File: config.mk
export PLATFORM = sky130hd
export DESIGN_NAME = bj_hand_accumulator
export DESIGN_NICKNAME = d
export VERILOG_FILES = /design/src/rtl/bj_pkg.sv /design/src/rtl/bj_card_decode.sv /design/src/rtl/bj_hand_accumulator.sv
export SDC_FILE = /design/constraint.sdc
export NUM_CORES = 1
export LEC_CHECK = 0
export BUFFER_PORTS_ARGS = -buffer_cell sky130_fd_sc_hd__buf_2
export CAP_MARGIN = 20
export CORE_MARGIN = 2
export CORE_UTILIZATION = 40
export DETAILED_ROUTE_END_ITERATION = 10
export GPL_TIMING_DRIVEN = 0
export PLACE_DENSITY = 0.66
export SLEW_MARGIN = 10
export SYNTH_ARGS = -nofsm -noshare
export SYNTH_HDL_FRONTEND = slang
export SYNTH_SLANG_ARGS = --single-unit
File: constraint.sdc
create_clock -name clk_ha_i -period 2.8 [get_ports clk_ha_i]
set_input_delay 0.84 -clock clk_ha_i [delete_from_list [all_inputs] [get_ports clk_ha_i]]
set_output_delay 0.84 -clock clk_ha_i [all_outputs]
set_load 0.02 [all_outputs]
File: src/rtl/bj_pkg.sv
// Shared blackjack constants: card field positions, rank limits, scoring targets
// and the hand-accumulator state encoding.
package bj_pkg;

  localparam int RANK_LSB   = 0;
  localparam int RANK_MSB   = 3;
  localparam int SUIT_LSB   = 4;
  localparam int SUIT_MSB   = 5;

  localparam int RANK_ACE   = 1;
  localparam int RANK_KING  = 13;
  localparam int FACE_VALUE = 10;
  localparam int BJ_TARGET  = 21;
  localparam int ACE_BONUS  = 10;

  typedef enum logic [2:0] {
    ST_IDLE   = 3'd0,
    ST_REQ    = 3'd1,
    ST_WAIT   = 3'd2,
    ST_EVAL   = 3'd3,
    ST_DECIDE = 3'd4,
    ST_DONE   = 3'd5
  } bj_state_e;

endpackage

File: src/rtl/bj_card_decode.sv
// Combinational card decoder: rank -> blackjack value (ace=1, faces=10),
// ace flag and rank validity. Suit and the top two bits carry no score.
module bj_card_decode
  import bj_pkg::*;
(
  input  logic [7:0] card_i,
  output logic [3:0] value_o,
  output logic       is_ace_o,
  output logic       rank_valid_o
);

  logic [3:0] rank;
  logic       unused_bits;

  assign rank        = card_i[RANK_MSB:RANK_LSB];
  assign unused_bits = ^{card_i[7:SUIT_MSB+1], card_i[SUIT_MSB:SUIT_LSB]};

  always_comb begin
    rank_valid_o = (rank >= 4'(RANK_ACE)) && (rank <= 4'(RANK_KING));
    is_ace_o     = (rank == 4'(RANK_ACE));
    value_o      = 4'd0;
    if (rank_valid_o) begin
      value_o = (rank > 4'(FACE_VALUE)) ? 4'(FACE_VALUE) : rank;
    end
  end

endmodule

File: src/rtl/bj_hand_accumulator.sv
// Blackjack hand accumulator: requests cards, scores one hand with soft-ace
// handling, flags blackjack/bust. Define BJ_AUTO_DEALER_EN for dealer auto-draw.
module bj_hand_accumulator
  import bj_pkg::*;
#(
  parameter int MAX_CARDS    = 11,
  parameter int SCORE_W      = 5,
  parameter int DEALER_STAND = 17
) (
  input  logic               clk_ha_i,
  input  logic               rst_ha_i,
  input  logic               new_hand_i,
  input  logic [7:0]         card_i,
  input  logic               card_valid_i,
  input  logic               hit_i,
  input  logic               stand_i,
  output logic               req_card_o,
  output logic [SCORE_W-1:0] score_o,
  output logic [3:0]         card_cnt_o,
  output logic               soft_o,
  output logic               blackjack_o,
  output logic               bust_o,
  output logic               done_o,
  output logic               err_o,
  output logic [2:0]         state_dbg_o
);

  // Card handshake: req_card_o pulses for one cycle in REQ; the data path then
  // answers with card_valid_i, which is only consumed while in WAIT.
  bj_state_e          state_q, state_d;
  logic [SCORE_W-1:0] hard_q, hard_d, score_q, score_d;
  logic [3:0]         ace_q, ace_d, cnt_q, cnt_d, val_q, val_d;
  logic               is_ace_q, is_ace_d, soft_q, soft_d;
  logic               bj_q, bj_d, bust_q, bust_d, err_q, err_d;

  logic [3:0]         dec_value;
  logic               dec_is_ace, dec_valid;

  logic [SCORE_W-1:0] hard_n, score_n;
  logic [SCORE_W:0]   bonus_sum;
  logic [3:0]         ace_n, cnt_n;
  logic               soft_n;

  bj_card_decode u_decode (
    .card_i       (card_i),
    .value_o      (dec_value),
    .is_ace_o     (dec_is_ace),
    .rank_valid_o (dec_valid)
  );

  // Running totals including the card captured in WAIT; used only in EVAL.
  always_comb begin
    hard_n    = hard_q + SCORE_W'(val_q);
    ace_n     = ace_q + {3'b000, is_ace_q};
    cnt_n     = cnt_q + 4'd1;
    bonus_sum = {1'b0, hard_n} + (SCORE_W+1)'(ACE_BONUS);
    soft_n    = (ace_n != 4'd0) && (bonus_sum <= (SCORE_W+1)'(BJ_TARGET));
    score_n   = soft_n ? bonus_sum[SCORE_W-1:0] : hard_n;
  end

  always_ff @(posedge clk_ha_i) begin
    if (rst_ha_i) state_q <= ST_IDLE;
    else          state_q <= state_d;
  end

`ifdef BJ_AUTO_DEALER_EN
  logic unused_player;
  assign unused_player = hit_i ^ stand_i;
`else
  logic unused_cfg;
  assign unused_cfg = (DEALER_STAND == 0);
`endif

  always_comb begin
    state_d = state_q;
    case (state_q)
      ST_IDLE:   if (new_hand_i) state_d = ST_REQ;
      ST_REQ:    state_d = ST_WAIT;
      ST_WAIT:   if (card_valid_i) state_d = dec_valid ? ST_EVAL : ST_REQ;
      ST_EVAL: begin
        if (cnt_n < 4'd2)                                          state_d = ST_REQ;
        else if (score_n == SCORE_W'(BJ_TARGET) && cnt_n == 4'd2)  state_d = ST_DONE;
        else if (score_n > SCORE_W'(BJ_TARGET))                    state_d = ST_DONE;
        else if (cnt_n == 4'(MAX_CARDS))                           state_d = ST_DONE;
        else                                                       state_d = ST_DECIDE;
      end
      ST_DECIDE: begin
`ifdef BJ_AUTO_DEALER_EN
        state_d = (score_q < SCORE_W'(DEALER_STAND)) ? ST_REQ : ST_DONE;
`else
        if (stand_i)    state_d = ST_DONE;
        else if (hit_i) state_d = ST_REQ;
`endif
      end
      ST_DONE:   if (new_hand_i) state_d = ST_REQ;
      default:   state_d = ST_IDLE;
    endcase
  end

  always_comb begin
    req_card_o = (state_q == ST_REQ);
    done_o     = (state_q == ST_DONE);
  end

  always_comb begin
    hard_d   = hard_q;
    score_d  = score_q;
    ace_d    = ace_q;
    cnt_d    = cnt_q;
    val_d    = val_q;
    is_ace_d = is_ace_q;
    soft_d   = soft_q;
    bj_d     = bj_q;
    bust_d   = bust_q;
    err_d    = err_q;
    case (state_q)
      ST_IDLE, ST_DONE: begin
        if (new_hand_i) begin
          hard_d   = '0;
          score_d  = '0;
          ace_d    = 4'd0;
          cnt_d    = 4'd0;
          val_d    = 4'd0;
          is_ace_d = 1'b0;
          soft_d   = 1'b0;
          bj_d     = 1'b0;
          bust_d   = 1'b0;
          err_d    = 1'b0;
        end
      end
      ST_WAIT: begin
        if (card_valid_i) begin
          if (dec_valid) begin
            val_d    = dec_value;
            is_ace_d = dec_is_ace;
          end else begin
            err_d = 1'b1;
          end
        end
      end
      ST_EVAL: begin
        hard_d  = hard_n;
        ace_d   = ace_n;
        cnt_d   = cnt_n;
        score_d = score_n;
        soft_d  = soft_n;
        bj_d    = (score_n == SCORE_W'(BJ_TARGET)) && (cnt_n == 4'd2);
        bust_d  = (score_n > SCORE_W'(BJ_TARGET));
      end
      default: ;
    endcase
  end

  always_ff @(posedge clk_ha_i) begin
    if (rst_ha_i) begin
      hard_q   <= '0;
      score_q  <= '0;
      ace_q    <= 4'd0;
      cnt_q    <= 4'd0;
      val_q    <= 4'd0;
      is_ace_q <= 1'b0;
      soft_q   <= 1'b0;
      bj_q     <= 1'b0;
      bust_q   <= 1'b0;
      err_q    <= 1'b0;
    end else begin
      hard_q   <= hard_d;
      score_q  <= score_d;
      ace_q    <= ace_d;
      cnt_q    <= cnt_d;
      val_q    <= val_d;
      is_ace_q <= is_ace_d;
      soft_q   <= soft_d;
      bj_q     <= bj_d;
      bust_q   <= bust_d;
      err_q    <= err_d;
    end
  end

  assign score_o     = score_q;
  assign card_cnt_o  = cnt_q;
  assign soft_o      = soft_q;
  assign blackjack_o = bj_q;
  assign bust_o      = bust_q;
  assign err_o       = err_q;
  assign state_dbg_o = state_q;

endmodule

After elaboration in Yosys (flattened, before gate mapping)
Cells that the tools add are included.
- memories: 0
- flip-flop bits (word level): 30
- logic and storage cells: 78
- bits in read-only memories: 0
- bits in latches: 0
- memory bits (writable): 0
- muxes and demuxes: 31
- divide/modulo/power cells: 0
- bitwise logic cells: 0
- shift operators: 0
- multiply operators: 0
- $lt $le $gt $ge: 6
- reduce and logical (&&, ||, !) cells: 12
- equal/unequal tests: 14
- add/subtract/negate cells: 4
- operators with widths (cell ; count):
    $pmux 4 s2 ; 3
    $pmux 5 s2 ; 2
    $mux 4 ; 4
    $mux 3 ; 5
    $pmux 3 s5 ; 1
    $mux 5 ; 2
    $pmux 1 s2 ; 5
    $mux 1 ; 8
    $reduce_and 4->1 ; 2
    $add 5x4->6 const B ; 1
    $eq 3x2->1 const B ; 2
    $eq 3x3->1 const B ; 2
    $le 6x5->1 const B ; 1
    $ne 2x2->1 const B ; 3
    $add 5x4->5 ; 1
    $eq 5x5->1 const B ; 1
    $gt 5x5->1 const B ; 1
    $add 4x1->4 ; 1
    $add 4x1->4 const B ; 1
    $eq 4x1->1 const B ; 1
    $eq 4x2->1 const B ; 1
    $eq 4x4->1 const B ; 1
    $ge 4x1->1 const B ; 1
    $gt 4x4->1 const B ; 1
    other kinds (13) ; 16

Longest topological paths before layout
- depth in word-level cells: 10
- mapped depth: 13
- gate-level depth less buffers: 12

Hierarchy
From an unflattened synthesis, not the netlist that was laid out.
- cell total of the unflattened synthesis: 258
- area, all modules: 2016.9 µm²
- by module, submodules not included (module ; area each (µm²) ; instances ; cells an instance):
    bj_hand_accumulator ; 1951.9 ; 1 ; 249
    bj_card_decode ; 65.1 ; 1 ; 9

Worst setup path after synthesis
OpenSTA, ideal clock, no wires.
- path type: flip-flop to flip-flop
- start point: register hard_q[0]
- end point: register state_q[0], in the netlist state_dbg_o[0]
- arrival: 2851 ps
- path slack: -122 ps
- library setup time: 70 ps
- stages on the path, launching flop included: 14
- cell sequence: dfxtp_1 -> ha_1 -> inv_1 -> fa_1 -> xor2_1 -> inv_1 -> ha_1 -> clkbuf_1 -> nor3_1 -> inv_1 -> o21ai_0 -> o211ai_2 -> a2111o_1 -> o2bb2ai_1
- longest elaborated chain between the ends: 10
- elaborated cells on any way between the ends: 12
- those cells by class: add/sub: 2; order compare: 2; eq/ne: 1; mux: 5; reduce/logical: 2
- ends and longest elaborated chain (what ; line ; RTL):
    start, declared ; bj_hand_accumulator.sv:31 ; logic [SCORE_W-1:0] hard_q, hard_d, score_q, score_d;
    start signal, assigned ; bj_hand_accumulator.sv:167 ; hard_q <= hard_d;
    $add 5x4->5 * ; bj_hand_accumulator.sv:53 ; hard_n = hard_q + SCORE_W'(val_q);
    $add 5x4->6 ; bj_hand_accumulator.sv:56 ; bonus_sum = {1'b0, hard_n} + (SCORE_W+1)'(ACE_BONUS);
    $le 6x5->1 ; bj_hand_accumulator.sv:57 ; soft_n = (ace_n != 4'd0) && (bonus_sum <= (SCORE_W+1)'(BJ_TARGET));
    $logic_and 1x1->1 ; bj_hand_accumulator.sv:57 ;
    $mux 5 * ; bj_hand_accumulator.sv:58 ; score_n = soft_n ? bonus_sum[SCORE_W-1:0] : hard_n;
    $gt 5x5->1 or $eq 5x5->1 (tied branches) ; bj_hand_accumulator.sv:83, bj_hand_accumulator.sv:82 ;
    $mux 1 or $logic_and 1x1->1 (tied branches) ; bj_hand_accumulator.sv:83, bj_hand_accumulator.sv:82 ;
    $mux 1 * ; bj_hand_accumulator.sv:82 ; else if (score_n == SCORE_W'(BJ_TARGET) && cnt_n == 4'd2) state_d = ST_DONE;
    $mux 3 * ; bj_hand_accumulator.sv:81 ; if (cnt_n < 4'd2) state_d = ST_REQ;
    $pmux 3 s5 * ; bj_hand_accumulator.sv:76 ; case (state_q)
    end signal, assigned ; bj_hand_accumulator.sv:63 ; else state_q <= state_d;
    end, declared ; bj_hand_accumulator.sv:30 ; bj_state_e state_q, state_d;
Every way passes the cells marked *; elsewhere a longest branch is shown, timed or not.
A chain may end at the register's enable or synchronous reset.

Final worst setup path
- start point: register val_q[0]
- end point: register state_q[0], in the netlist state_dbg_o[0]
- longest elaborated chain between the ends: 10
- elaborated cells on any way between the ends: 12
- those cells by class: add/sub: 2; order compare: 2; eq/ne: 1; mux: 5; reduce/logical: 2
- ends and longest elaborated chain (what ; line ; RTL):
    start, declared ; bj_hand_accumulator.sv:32 ; logic [3:0] ace_q, ace_d, cnt_q, cnt_d, val_q, val_d;
    start signal, assigned ; bj_hand_accumulator.sv:171 ; val_q <= val_d;
    $add 5x4->5 * ; bj_hand_accumulator.sv:53 ;
    $add 5x4->6 ; bj_hand_accumulator.sv:56 ;
    $le 6x5->1 ; bj_hand_accumulator.sv:57 ;
    $logic_and 1x1->1 ; bj_hand_accumulator.sv:57 ;
    $mux 5 * ; bj_hand_accumulator.sv:58 ;
    $gt 5x5->1 or $eq 5x5->1 (tied branches) ; bj_hand_accumulator.sv:83, bj_hand_accumulator.sv:82 ;
    $mux 1 or $logic_and 1x1->1 (tied branches) ; bj_hand_accumulator.sv:83, bj_hand_accumulator.sv:82 ;
    $mux 1 * ; bj_hand_accumulator.sv:82 ;
    $mux 3 * ; bj_hand_accumulator.sv:81 ;
    $pmux 3 s5 * ; bj_hand_accumulator.sv:76 ;
Marks and branches as above.

==> flow_metrics.env <==
export IMPL_antenna_found_initial=0
export IMPL_critPathBufInv=2
export IMPL_place_hpwl_um=3171
export IMPL_min_period_ps=2650
export IMPL_finalSetupTns_ps=0
export IMPL_synthDistinctLibCells=52
export IMPL_dp_cells=298
export IMPL_vias=1710
export IMPL_hp_class="reg2reg"
export IMPL_fmax_mhz=377.3
export IMPL_drcViolationCount=0
export IMPL_final_nets=286
export IMPL_yosys_register_bits=29
export IMPL_root_buffer="clkbuf_8"
export IMPL_cp_max_fo=8
export IMPL_drive_gt1_share_pct=25.67
export IMPL_layout_common_cells="nor2_1, buf_2, dfxtp_1"
export IMPL_grt_pass1_wl_um=7279
export IMPL_synthCells=220
export IMPL_rsz0062_at_grt="no"
export IMPL_finalClockSkew_ps=10.18
export IMPL_whs_ps=448.3
export IMPL_hold_viol=0
export IMPL_dieArea_sq_um=4965
export IMPL_core_area_sq_um=4294
export IMPL_initial_core_util_pct=41.14
export IMPL_p_leak_nw=0.8960
export IMPL_synth_flop_cell="dfxtp_1"
export IMPL_path_delay_family="adder cells"
export IMPL_chipWidth_um=70.46
export IMPL_drt_pass1_iterations=4
export IMPL_worst_pin_slew_ps=569.8
export IMPL_cts_made_buffers=5
export IMPL_crit_required_ps=3020
export IMPL_cpMostUsedCell="ha_4"
export IMPL_maxCapViolCount=0
export IMPL_viasPerCell=5.463
export IMPL_final_cells=313
export IMPL_grt_pass1_vias=1556
export IMPL_netlist_area_sq_um=1767
export IMPL_arrival_ps=2870
export IMPL_portBuffers=26
export IMPL_cts_reportedPaths_clkPinSlew_ps=70
export IMPL_yosysWarnings=0
export IMPL_max_vdd_ir_drop_mv=0.3303
export IMPL_power_density_nw_per_um2=481.9
export IMPL_cp_end_kind="register"
export IMPL_track_usage_pct=18.19
export IMPL_cts_buffer_depth=2
export IMPL_wl_um=4491
export IMPL_slew_headroom_pct=61.03
export IMPL_tritoncts="yes"
export IMPL_area_delta_synth_final_pct=24.29
export IMPL_holdBufCountCts=0
export IMPL_cts_htree_levels=2
export IMPL_antenna_left=0
export IMPL_grt_max_degree=11
export IMPL_gpl_final_weighted_congestion=0.8912
export IMPL_status="complete, no violations"
export IMPL_cp_slowest_stage_delay_ps=560
export IMPL_nFillCells=411
export IMPL_report_final_setup_viol=0
export IMPL_n_antenna_cell=0
export IMPL_synth_edff_count=0
export IMPL_avgSynthCellArea_sq_um=8.030
export IMPL_yosysSeqAreaShare_pct=32.86
export IMPL_gr_total_overflow=0
export IMPL_chipHeight_um=70.46
export IMPL_async_flop_share_pct=0
export IMPL_fin_crit_sh_pct=94.65
export IMPL_num_rows=24
export IMPL_slowest_stage="fa_2"
export IMPL_io_pins=32
export IMPL_post_drt_wl_per_cell_um=14.35
export IMPL_layout_commonest_cell="nor2_1"
export IMPL_clk_latency_ps=280
export IMPL_dr_first_iter_drc_count=73
export IMPL_startpoint_type="register"
export IMPL_worstSetupPathType="reg2reg"
export IMPL_crit_chain="ha_4 -> inv_1 -> fa_2 -> inv_4 -> ha_4 -> or4_1 -> o211ai_1 -> a22oi_1 -> a2111o_1 -> o2bb2ai_2"
export IMPL_syn_nets=245
export IMPL_slew_viol_final=0
export IMPL_cts_sinks=29
layout make-up:
| type | count | area [sq um] | area share (%) |
|---|---|---|---|
| multi-input combinational | 169 | 1176 | 53.56 |
| inverter | 11 | 43.79 | 1.994 |
| timing repair buffer | 35 | 197.7 | 9.003 |
| tap | 52 | 65.06 | 2.963 |
| clock buffer | 7 | 86.33 | 3.932 |
| sequential | 29 | 583.1 | 26.55 |
| buffer | 10 | 43.79 | 1.994 |
report_power, final:
part / internal [W] / switching, W / leakage, nW
clock: 0.000195 / 0.000154 / 0.0443
sequential: 0.000427 / 0.00000971 / 0.235
combinational: 0.0000964 / 0.000176 / 0.616
total: 0.000718 / 0.000340 / 0.896
worst reg2reg max path, stage by stage (launching register included):
cell,delay (ps)
dfxtp_2,350
ha_4,140
inv_1,50
fa_2,560
inv_4,70
ha_4,190
or4_1,500
o211ai_1,130
a22oi_1,120
a2111o_1,340
o2bb2ai_2,140
per-stage QoR:
| step | utilization (%) | area [sq um] | worst slack (ps) | power, W |
|---|---|---|---|---|
| final | 51.14 | 2196 | 149.7 | 0.001058 |
| after global routing | 51.14 | 2196 | 8.172 | 0.001113 |
| after CTS | 50.20 | 2156 | 32.94 | 0.001056 |
| after detailed placement | 45.98 | 1974 | -483.1 | 0.0007026 |
| after global placement | 45.98 | 1974 | -445.4 | 0.0007024 |
| after floorplan | - | 1779 | 2.924 | 0.0006286 |
layer usage:
| layer | up-vias | share of wire (%) | track usage [%] |
|---|---|---|---|
| met5 | - | 0 | 0 |
| met4 | 0 | 1.3 | 5.983 |
| met3 | 6 | 4.0 | 3.175 |
| met2 | 42 | 49 | 30.29 |
| met1 | 800 | 45 | 23.71 |
| li1 | 862 | - | - |
synthesized netlist by cell type, drive strengths merged (2+ instances only):
library cell | instances | area share (%)
or2 | 2 | 0.85
and3 | 2 | 0.71
clkbuf | 7 | 1.5
nand2 | 13 | 2.8
dfxtp | 29 | 33
nor2 | 32 | 7.2
ha | 10 | 7.1
o211ai | 3 | 1.6
xor2 | 5 | 2.5
nand4 | 3 | 1.1
xnor2 | 4 | 2.0
and2 | 3 | 1.1
a21oi | 22 | 6.7
mux2i | 3 | 1.7
nand3b | 2 | 0.85
a21o | 2 | 0.85
a22oi | 7 | 3.0
a31oi | 2 | 0.71
or4 | 3 | 1.3
inv | 11 | 2.3
o21ai | 9 | 2.5
nand3 | 11 | 3.1
buf | 4 | 1.2
nor3 | 4 | 1.1
nand2b | 5 | 1.8
o31ai | 2 | 0.85
cells by family (layout without fill, tap and decap cells):
logic type	Yosys count	after routing	share of synthesized area (%)
compound gates	58	58	22.03
flops	29	29	32.86
fa+ha+maj	11	11	8.215
mux	4	4	2.337
buf+inv	22	63	5.029
xor+xnor	9	9	4.461
simple gates	87	87	25.07
sequential cells by signal (all words and copies together), names as in the netlist:
name         cells
is_ace_q         1
blackjack_o      1
card_cnt_o       4
soft_o           1
hard_q           5
ace_q            4
err_o            1
state_dbg_o      3
val_q            4
score_o          4
bust_o           1
worst paths after layout:
check                        start                          end  slack (ps)  cells past startpoint
max          val_q[0]$_SDFFE_PP0P_  state_dbg_o[0]$_SDFFE_PP0P_         150                     10
min            bust_o$_SDFFE_PP0P_          bust_o$_SDFFE_PP0P_         450                      2
min reg2reg    bust_o$_SDFFE_PP0P_          bust_o$_SDFFE_PP0P_         450                      2
max reg2reg  val_q[0]$_SDFFE_PP0P_  state_dbg_o[0]$_SDFFE_PP0P_         150                     10
repair_timing:
| action | CTS | global route |
|---|---|---|
| setup buffers | 8 | 1 |
| pin swaps | 9 | 5 |
| resized for setup | 10 | 6 |
| endpoints found under the setup margin | 7 | 6 |
Note: power is estimated with default switching activity, not from simulation.
